## src/rtl/pipeline_pkg.sv

```systemverilog
// Shared pipeline types: fetch FSM encoding, IF/ID payload and the bubble/flush word.
package pipeline_pkg;

    localparam int unsigned PC_W    = 32;
    localparam int unsigned INSTR_W = 32;

    localparam logic [INSTR_W-1:0] NOP_BUBBLE = '0;

    typedef enum logic [2:0] {
        FS_IDLE,
        FS_REQ,
        FS_WAIT,
        FS_HOLD,
        FS_DROP
    } fetch_state_e;

    typedef struct packed {
        logic [PC_W-1:0]    pc;
        logic [INSTR_W-1:0] instr;
    } fetch_entry_t;

    function automatic logic [PC_W-1:0] word_align(input logic [PC_W-1:0] pc);
        return pc & ~PC_W'(3);
    endfunction

endpackage

```

## src/rtl/fetch_unit_if.sv

```systemverilog
// Instruction-memory request/response channel between fetch (master) and imem (slave).
interface fetch_unit_if;
    import pipeline_pkg::*;

    logic               req;
    logic [PC_W-1:0]    addr;
    logic               ready;
    logic               rvalid;
    logic [INSTR_W-1:0] rdata;

    modport master (output req, addr, input ready, rvalid, rdata);
    modport slave  (input req, addr, output ready, rvalid, rdata);

endinterface

```

## src/rtl/fetch_out_buf.sv

```systemverilog
// Presented-instruction register plus a one-entry skid for a response that arrives while IF/ID stalls.
module fetch_out_buf
    import pipeline_pkg::*;
(
    input  logic               clk_i,
    input  logic               rst_i,
    input  logic               load,
    input  fetch_entry_t       load_entry,
    input  logic               consume,
    input  logic               clear,
    input  logic               skid_load,
    input  logic [INSTR_W-1:0] skid_data,
    input  logic               skid_clear,
    output logic               valid,
    output fetch_entry_t       entry,
    output logic [INSTR_W-1:0] skid
);

    // Clear beats load beats consume; a freed entry keeps its pc but drops to the bubble word.
    always_ff @(posedge clk_i) begin
        if (rst_i) begin
            valid <= 1'b0;
            entry <= '0;
            skid  <= NOP_BUBBLE;
        end else begin
            if (clear) begin
                valid       <= 1'b0;
                entry.instr <= NOP_BUBBLE;
            end else if (load) begin
                valid <= 1'b1;
                entry <= load_entry;
            end else if (consume) begin
                valid       <= 1'b0;
                entry.instr <= NOP_BUBBLE;
            end

            if (clear || skid_clear) begin
                skid <= NOP_BUBBLE;
            end else if (skid_load) begin
                skid <= skid_data;
            end
        end
    end

endmodule

```

## src/rtl/fetch_unit.sv

```systemverilog
// IF stage: owns the PC, keeps one imem request in flight and feeds {pc, instr, valid} to IF/ID.
module fetch_unit
    import pipeline_pkg::*;
#(
    parameter logic [PC_W-1:0] RESET_PC = 32'h0000_0000,
    parameter int unsigned     PC_STEP  = 4
) (
    input  logic               clk_i,
    input  logic               rst_i,
    input  logic               start_i,
    input  logic               stall_i,
    input  logic               redirect_i,
    input  logic [PC_W-1:0]    redirect_pc_i,
    fetch_unit_if.master       imem,
    output logic [PC_W-1:0]    pc_o,
    output logic [INSTR_W-1:0] instr_o,
    output logic               valid_o
);

    fetch_state_e       state_q;
    logic [PC_W-1:0]    pc_q;
    logic [PC_W-1:0]    pc_inc;

    logic               out_valid;
    fetch_entry_t       out_entry;
    logic [INSTR_W-1:0] skid_instr;
    fetch_entry_t       load_entry;

    logic consume;
    logic wait_rsp;
    logic rsp_load;
    logic skid_load;
    logic hold_load;
    logic buf_load;

    assign pc_inc    = pc_q + PC_W'(PC_STEP);
    assign consume   = out_valid && !stall_i && !redirect_i;
    assign wait_rsp  = (state_q == FS_WAIT) && imem.rvalid && !redirect_i;
    assign rsp_load  = wait_rsp && (!out_valid || consume);
    assign skid_load = wait_rsp && out_valid && !consume;
    assign hold_load = (state_q == FS_HOLD) && consume;
    assign buf_load  = rsp_load || hold_load;

    assign load_entry = '{pc: pc_q, instr: (hold_load ? skid_instr : imem.rdata)};

    assign imem.req  = (state_q == FS_REQ);
    assign imem.addr = word_align(pc_q);

    assign pc_o    = out_entry.pc;
    assign instr_o = out_entry.instr;
    assign valid_o = out_valid;

    fetch_out_buf u_out_buf (
        .clk_i      (clk_i),
        .rst_i      (rst_i),
        .load       (buf_load),
        .load_entry (load_entry),
        .consume    (consume),
        .clear      (redirect_i),
        .skid_load  (skid_load),
        .skid_data  (imem.rdata),
        .skid_clear (hold_load),
        .valid      (out_valid),
        .entry      (out_entry),
        .skid       (skid_instr)
    );

    // Redirect overrides every normal transition; an accepted-but-unanswered request parks in DROP.
    always_ff @(posedge clk_i) begin
        if (rst_i) begin
            state_q <= FS_IDLE;
            pc_q    <= RESET_PC;
        end else if (redirect_i) begin
            pc_q <= word_align(redirect_pc_i);
            case (state_q)
                FS_REQ:  state_q <= imem.ready  ? FS_DROP : FS_REQ;
                FS_WAIT: state_q <= imem.rvalid ? FS_REQ  : FS_DROP;
                FS_HOLD: state_q <= FS_REQ;
                FS_DROP: state_q <= FS_DROP;
                default: state_q <= FS_IDLE;
            endcase
        end else begin
            case (state_q)
                FS_IDLE: begin
                    if (start_i) state_q <= FS_REQ;
                end
                FS_REQ: begin
                    if (imem.ready) state_q <= FS_WAIT;
                end
                FS_WAIT: begin
                    if (imem.rvalid) begin
                        if (rsp_load) begin
                            pc_q    <= pc_inc;
                            state_q <= FS_REQ;
                        end else begin
                            state_q <= FS_HOLD;
                        end
                    end
                end
                FS_HOLD: begin
                    if (hold_load) begin
                        pc_q    <= pc_inc;
                        state_q <= FS_REQ;
                    end
                end
                FS_DROP: begin
                    if (imem.rvalid) state_q <= FS_REQ;
                end
                default: state_q <= FS_IDLE;
            endcase
        end
    end

endmodule

```

## src/flat_wrapper.sv

```systemverilog
// flat-port wrapper written by rule: the top's interface ports become plain ports
module fetch_unit_flat import pipeline_pkg::*;
#(
    parameter logic [PC_W-1:0] RESET_PC = 32'h0000_0000,
    parameter int unsigned     PC_STEP  = 4
)
  (clk_i, rst_i, start_i, stall_i, redirect_i, redirect_pc_i, pc_o, instr_o, valid_o, imem_req, imem_addr, imem_ready, imem_rvalid, imem_rdata);
  fetch_unit_if imem_i ();
  input  logic clk_i;
  input  logic rst_i;
  input  logic start_i;
  input  logic stall_i;
  input  logic redirect_i;
  input  logic [PC_W-1:0] redirect_pc_i;
  output logic [PC_W-1:0] pc_o;
  output logic [INSTR_W-1:0] instr_o;
  output logic valid_o;
  output wire logic [$bits(imem_i.req)-1:0] imem_req;
  output wire logic [$bits(imem_i.addr)-1:0] imem_addr;
  input wire logic [$bits(imem_i.ready)-1:0] imem_ready;
  input wire logic [$bits(imem_i.rvalid)-1:0] imem_rvalid;
  input wire logic [$bits(imem_i.rdata)-1:0] imem_rdata;
  assign imem_req = imem_i.req;
  assign imem_addr = imem_i.addr;
  assign imem_i.ready = imem_ready;
  assign imem_i.rvalid = imem_rvalid;
  assign imem_i.rdata = imem_rdata;
  fetch_unit #(.RESET_PC(RESET_PC), .PC_STEP(PC_STEP)) u_core (.clk_i(clk_i), .rst_i(rst_i), .start_i(start_i), .stall_i(stall_i), .redirect_i(redirect_i), .redirect_pc_i(redirect_pc_i), .imem(imem_i), .pc_o(pc_o), .instr_o(instr_o), .valid_o(valid_o));
endmodule
```

## config.mk

```make
export PLATFORM = sky130hd
export DESIGN_NAME = fetch_unit_flat
export DESIGN_NICKNAME = d
export VERILOG_FILES = /design/src/rtl/pipeline_pkg.sv /design/src/rtl/fetch_unit_if.sv /design/src/rtl/fetch_out_buf.sv /design/src/rtl/fetch_unit.sv /design/src/flat_wrapper.sv
export SDC_FILE = /design/constraint.sdc
export NUM_CORES = 1
export LEC_CHECK = 0
export CAP_MARGIN = 20
export CORE_ASPECT_RATIO = 0.75
export CORE_MARGIN = 8
export CORE_UTILIZATION = 47
export DETAILED_ROUTE_END_ITERATION = 10
export PLACE_DENSITY = 0.8
export SLEW_MARGIN = 10
export SYNTH_ARGS = -nofsm -noshare
export SYNTH_HDL_FRONTEND = slang
export SYNTH_SLANG_ARGS = --single-unit
export TNS_END_PERCENT = 100
```

## constraint.sdc

```tcl
create_clock -name clk_i -period 1.9 [get_ports clk_i]
set_input_delay 0.285 -clock clk_i [delete_from_list [all_inputs] [get_ports clk_i]]
set_output_delay 0.285 -clock clk_i [all_outputs]
set_load 0.01 [all_outputs]
```

# Yosys cells after proc, flatten, opt, wreduce, memory -nomap -nowiden
# Cells that the tools add are included.
op_classes:
  n_reduce_logical: 25
  mul: 0
  n_shift: 0
  n_addsub: 1
  muxes: 21
  eq_ne: 13
  div_mod_pow: 0
  n_bitwise: 1
  order_cmp: 0
op_table:
  columns: ["cell", "n"]
  rows:
  - ["32-bit 2-to-1 mux", 7]
  - ["32-bit one-hot mux with 2 select lines", 1]
  - ["32-bit by 3-bit adder with 32-bit output (second input constant)", 1]
  - ["3-bit 2-to-1 mux", 8]
  - ["3-bit one-hot mux with 5 select lines", 1]
  - ["3-bit one-hot mux with 4 select lines", 1]
  - ["3-bit by 2-bit inequality test with 1-bit output (second input constant)", 3]
  - ["3-bit inequality test (second input constant)", 3]
  - ["1-bit logical AND", 8]
  - ["4-bit AND reduction", 2]
  - ["3-bit by 2-bit == test with 1-bit output (second input constant)", 2]
  - ["5-bit AND reduction", 1]
  - ["1-bit logical NOT", 4]
  - ["2-bit by 1-bit inequality test with 1-bit output (second input constant)", 2]
  - ["2-bit nonzero test", 2]
  - ["2-bit OR reduction", 2]
  - ["3-bit by 1-bit == test with 1-bit output (second input constant)", 1]
  - ["3-bit == test (second input constant)", 1]
  - ["3-bit logical NOT", 1]
  - ["1-bit logical OR", 3]
  - ["3-bit nonzero test", 1]
  - ["1-bit 2-to-1 mux", 2]
  - ["2-bit 2-to-1 mux", 1]
  - ["2-bit inequality test (second input constant)", 1]
  - ["other kinds (2)", 2]
word_totals:
  latch_bits: 0
  input_bits: 71
  romBits: 0
  word_cells: 68
  register_bits: 132
  output_inout_bits: 98
  ram_bits: 0
  n_memories: 0

# Depth between registers and ports, before layout
logic_depth:
  depth_word: 9
  mapped_depth: 7
  depth_no_buf: 6

# Hierarchy
# From an unflattened synthesis, not the netlist that was laid out.
unflattened:
  cells_unflattened: 817
  hier_area_um2: 6497.5
modules_own_cells:
  columns: ["module", "area_each_um2", "n_inst", "cells_each"]
  rows:
  - ["fetch_out_buf", 3532.1, 1, 394]
  - ["fetch_unit", 2965.3, 1, 423]

# Worst setup path after synthesis
# No wires, ideal clock.
synth_timing:
  kind: "register to register"
  start: "register u_core.pc_q[2]"
  end: "register u_core.pc_q[28]"
  t_arrival_ns: 1.775
  setup_ns: 0.086
  path_stages_with_launch: 7
  slack_ns: 0.040
  path_buffers: 0
  path_cell_list: "dfxtp_1 -> ha_1 -> nand3_1 -> nor4_2 -> nand4b_1 -> xor2_1 -> a211oi_1"
synth_via:
  elab_chain_cells: 5
  word_cells_on_any_way: 6
synth_rtl:
  columns: ["element", "line", "source"]
  rows:
  - ["from (decl)", "fetch_unit.sv:21", "logic [PC_W-1:0] pc_q;"]
  - ["from (signal assigned)", "fetch_unit.sv:74", "pc_q <= word_align(redirect_pc_i);"]
  - ["from (signal assigned)", "fetch_unit.sv:93", "pc_q <= pc_inc;"]
  - ["from (signal assigned)", "fetch_unit.sv:102", "pc_q <= pc_inc;"]
  - ["32-bit by 3-bit adder with 32-bit output (*)", "fetch_unit.sv:36", "assign pc_inc = pc_q + PC_W'(PC_STEP);"]
  - ["32-bit 2-to-1 mux", "fetch_unit.sv:92", "if (rsp_load) begin"]
  - ["32-bit 2-to-1 mux", "fetch_unit.sv:91", "if (imem.rvalid) begin"]
  - ["32-bit one-hot mux with 2 select lines (*)", "fetch_unit.sv:83", "case (state_q)"]
  - ["32-bit 2-to-1 mux (*)", "fetch_unit.sv:73", "end else if (redirect_i) begin"]
# Mark *: on every way between the ends. The rest lies on a longest branch, timed or not. The select of a mux whose other input is x is not followed.
# A chain may end at the register's enable or synchronous reset.

# Worst setup path after layout
layout_timing:
  start: "register u_core.state_q[2]"
  end: "register u_core.u_out_buf.entry[20] (netlist name)"
layout_via:
  elab_chain_cells: 6
  word_cells_on_any_way: 10
layout_rtl:
  columns: ["element", "line", "source"]
  rows:
  - ["from (decl)", "fetch_unit.sv:20", "fetch_state_e state_q;"]
  - ["from (signal assigned)", "fetch_unit.sv:76", "FS_REQ: state_q <= imem.ready ? FS_DROP : FS_REQ;"]
  - ["from (signal assigned)", "fetch_unit.sv:77", "FS_WAIT: state_q <= imem.rvalid ? FS_REQ : FS_DROP;"]
  - ["3-bit by 2-bit == test with 1-bit output", "fetch_unit.sv:38", "assign wait_rsp = (state_q == FS_WAIT) && imem.rvalid && !redirect_i;"]
  - ["1-bit logical AND (2 in a row)", "fetch_unit.sv:38", null]
  - ["1-bit logical AND", "fetch_unit.sv:39", "assign rsp_load = wait_rsp && (!out_valid || consume);"]
  - ["1-bit logical OR", "fetch_unit.sv:42", "assign buf_load = rsp_load || hold_load;"]
  - ["32-bit 2-to-1 mux / 2-bit nonzero test (equally long branches)", null, null]
  - ["to (signal assigned)", "fetch_out_buf.sv:31", "entry <= load_entry;"]
  - ["to (decl)", "fetch_out_buf.sv:15", "output fetch_entry_t entry,"]
# Several ways; a longest one is shown, not always the timed one.

==> results_dict.tcl <==
set metrics [dict create \
    timing.rr.start "u_core.state_q[2]$_SDFFE_PP0P_" \
    combinational_group_share_of_total_power_pct 9.5 \
    ctsHoldBuffers 0 \
    post_drt_via_cell_ratio 5.42 \
    slew_headroom_pct 54.8 \
    die_area_um2 15900 \
    p_switching_mw 1.51 \
    grt_pass1_vias 5583 \
    ys.warnings.count 0 \
    port-buffer-count 162 \
    antenna_cells 0 \
    die_x_um 143 \
    synth-main-ff-cell "sky130_fd_sc_hd__dfxtp_1" \
    postSynthAreaPerCell_um2 8.64 \
    timing.critical_path.arrival_ns 2.14 \
    avgRoutedWirePerCell_um 17.2 \
    cts_inserted_buffers 17 \
    drc 0 \
    clock_sinks 128 \
    floorplan.io_pins 169 \
    synth_edf_count 0 \
    place.gp.congestion 0.844 \
    sequential_power_share_pct 41.5 \
    clock_transition_at_path_regs_ns 0.06 \
    finalClockSkew_ns 0.0118 \
    synth_seq_area_share_pct 45.0 \
    p_sw_share_pct 22.6 \
    cts_tree "done" \
    final.period_utilization_pct 97.4 \
    start_util_pct 48.7 \
    detail_route.first_pass.iterations 5 \
    placement_rows 34 \
    clock_insertion_delay_worst_skew_ns 0.41 \
    rsz_0062_raised_after_global_routing "false" \
    cp.required_ns 2.19 \
    critPathCaptureType "flop" \
    startpoint_type "flop" \
    synthArstFlopShare_pct 0 \
    grt_first_pass_wirelength_um 28300 \
    finalMaxSlewViolations 0 \
    min_path_type "in -> reg" \
    h-tree-depth 4 \
    hold_viol_final 0 \
    globalRouteTotalUtil_pct 21.9 \
    drtAntennaViolNets 0 \
    post_route_cells_drive_above_1_share_pct 16.3 \
    finalSetupViolCount 0 \
    final_cell_count_no_fill 1013 \
    finalWirelength_um 17500 \
    worstMarginPinSlew_ns 0.678 \
    die_height_um 111 \
    grt_max_degree 63 \
    max_freq_ghz 0.540 \
    post-place-cells 980 \
    detailroute.via_count 5489 \
    crit_type "reg -> reg" \
    area_growth_pct 49.1 \
    cp-startpoint "u_core.state_q[2]$_SDFFE_PP0P_" \
    yosys_register_bits 128 \
    postSynthCellCount 659 \
    power.internal_mw 5.19 \
    dr.first_iter.drc_count 296 \
    finalPower_mw 6.70 \
    maximum_buffer_depth_of_the_clock_tree 2 \
    syn-cell-area_um2 5700 \
    power_density_nw_per_um2 789 \
    clock-root-buffer "sky130_fd_sc_hd__clkbuf_16" \
    ir_drop_mv 0.645 \
    coreArea_um2 11700 \
    clock_power_share_pct 49.0 \
    leakagePower_nw 3.09 \
    timing.critical_path.fanout_max 17 \
    antenna_found_initial 0 \
    min_from "rst_i" \
    overflow 0 \
    dp.final_hpwl_um 12400 \
    run_status "completed" \
    synth.lib_cells_used.distinct 47 \
    max_cap_violations 0 \
    period_minus_slack_ns 1.85 \
    finalNetCount 911 \
]
## metal layers
metal	share of wire (%)	wire length (um)	GRT usage, %	up-vias
met1	43	7580	26.3	2639
met2	49	8490	36.8	197
met4	1.7	300	8.33	0
li1	-	-	-	2630
met5	0	0	0	-
met3	6.3	1110	5.59	23
## worst paths after layout
| path | end | slack, ns | cells after the start |
|---|---|---|---|
| setup / recovery | u_core.u_out_buf.entry[20]$_SDFFE_PP0P_ | 0.05 | 6 |
| hold / removal | u_core.state_q[1]$_SDFFE_PP0P_ | 0.30 | 4 |
| setup reg to reg | u_core.u_out_buf.entry[20]$_SDFFE_PP0P_ | 0.05 | 6 |
| hold reg to reg | u_core.u_out_buf.skid[9]$_SDFFE_PP0P_ | 0.45 | 2 |
## worst max-delay path: stages, from the launching register on
cell and delay (ns):
sky130_fd_sc_hd__dfxtp_1 0.31, sky130_fd_sc_hd__nand4b_1 0.21, sky130_fd_sc_hd__or3_4 0.47, sky130_fd_sc_hd__buf_12 0.19, sky130_fd_sc_hd__mux2_4 0.31, sky130_fd_sc_hd__a22oi_1 0.17
sky130_fd_sc_hd__nor2_1 0.06
## cells by family (layout without fill, tap and decap cells)
family / after synthesis / count (layout) / synth area share (%)
compound gates: 144 / 144 / 15.6
xor+xnor: 27 / 27 / 4.15
fa+ha+maj: 1 / 1 / 0.220
buf+inv: 57 / 246 / 4.61
flops: 128 / 128 / 45.0
mux: 34 / 34 / 8.68
other cells: 1 / 4 / 0.0658
simple gates: 267 / 267 / 21.7
## power by group through the flow
stage / registers [mW] / logic [mW] / clock network (mW)
after floorplan: 2.87 / 0.218 / 0
after global placement: 2.83 / 0.610 / 0
after detailed placement: 2.83 / 0.625 / 0
after CTS: 2.78 / 0.630 / 3.35
after global routing: 2.78 / 0.681 / 3.45
final: 2.78 / 0.637 / 3.28
## state kept, by name (all words and copies together), names as in the netlist
signal / count
u_core.u_out_buf.entry: 62
u_core.u_out_buf.skid: 32
u_core.pc_q: 30
u_core.state_q: 3
u_core.u_out_buf.valid: 1
## placed cells by master, fill, tap and decap left out, types with 4 or more instances in the layout
master / count
sky130_fd_sc_hd__clkdlybuf4s50_1: 160
sky130_fd_sc_hd__nand2_1: 140
sky130_fd_sc_hd__dfxtp_1: 124
sky130_fd_sc_hd__a21oi_1: 74
sky130_fd_sc_hd__nor2_1: 60
sky130_fd_sc_hd__buf_4: 36
sky130_fd_sc_hd__mux2_4: 30
sky130_fd_sc_hd__a22oi_1: 30
sky130_fd_sc_hd__xor2_1: 24
sky130_fd_sc_hd__a211oi_1: 18
sky130_fd_sc_hd__clkbuf_16: 17
sky130_fd_sc_hd__nand3_1: 14
sky130_fd_sc_hd__buf_12: 12
sky130_fd_sc_hd__nand4_1: 10
sky130_fd_sc_hd__and3_1: 6
sky130_fd_sc_hd__o21bai_1: 6
sky130_fd_sc_hd__nor2b_1: 4
sky130_fd_sc_hd__a22oi_2: 4
sky130_fd_sc_hd__and4_1: 4
sky130_fd_sc_hd__conb_1: 4
sky130_fd_sc_hd__clkinvlp_4: 4
sky130_fd_sc_hd__clkinv_4: 4
## repair_timing
item | in CTS | in global routing
setup endpoints to repair | 8 | 26
pin swaps | 1 | 4
buffers inserted | 0 | 1
gates resized for setup | 4 | 13
endpoints found under the hold margin | 0 | 0
gates cloned | 1 | 0
## cell type report
class / instances / area (um^2)
Inverter: 3 / 11.3
Fill cell: 863 / 3210
Tap cell: 162 / 203
Clock inverter: 13 / 165
Multi-Input combinational cell: 477 / 2940
Sequential cell: 128 / 2570
Clock buffer: 18 / 439
Timing Repair Buffer: 212 / 2160
## synthesized netlist by cell type, types with 2 or more instances
master                     number  share of area (%)
sky130_fd_sc_hd__nand2_1      140                9.2
sky130_fd_sc_hd__dfxtp_1      128                 45
sky130_fd_sc_hd__a21oi_1       74                6.5
sky130_fd_sc_hd__nor2_1        60                4.0
sky130_fd_sc_hd__clkbuf_1      36                2.4
sky130_fd_sc_hd__a22oi_1       34                4.5
sky130_fd_sc_hd__mux2_4        30                7.9
sky130_fd_sc_hd__xor2_1        24                3.7
sky130_fd_sc_hd__a211oi_1      20                2.6
sky130_fd_sc_hd__nand3_1       14                1.2
sky130_fd_sc_hd__nand4_1       10                1.1
sky130_fd_sc_hd__and3_1         6               0.66
sky130_fd_sc_hd__buf_2          6               0.53
sky130_fd_sc_hd__o21bai_1       6               0.79
sky130_fd_sc_hd__buf_4          5               0.66
sky130_fd_sc_hd__and4_1         4               0.61
sky130_fd_sc_hd__buf_1          4               0.26
sky130_fd_sc_hd__nor2b_1        4               0.44
sky130_fd_sc_hd__nor3_1         4               0.35
sky130_fd_sc_hd__buf_6          3               0.59
sky130_fd_sc_hd__inv_1          3               0.20
sky130_fd_sc_hd__mux2_2         3               0.59
sky130_fd_sc_hd__nand2b_1       3               0.33
sky130_fd_sc_hd__nand4b_1       3               0.46
sky130_fd_sc_hd__nor3b_1        3               0.40
sky130_fd_sc_hd__o21ai_0        3               0.26
sky130_fd_sc_hd__o22ai_1        3               0.33
sky130_fd_sc_hd__or3_1          3               0.33
sky130_fd_sc_hd__xnor2_1        3               0.46
sky130_fd_sc_hd__a311oi_1       2               0.31
sky130_fd_sc_hd__nand4_2        2               0.44
## per-stage QoR
step           cell area, um^2  utilization [%]  setup TNS, ns  hold slack [ns]  setup WS [ns]
6_report                  8490             72.6              0            0.297         0.0494
5_1_grt                   8490             72.6              0            0.303        0.00414
4_1_cts                   8440             72.2              0            0.285        0.00468
3_5_place_dp              7800             66.7         -21.09            0.448         -0.288
3_3_place_gp              7800             66.7         -15.75            0.440         -0.211
2_1_floorplan             5710                -              0            0.421         0.0395
Note: power is estimated with default switching activity, not from simulation.
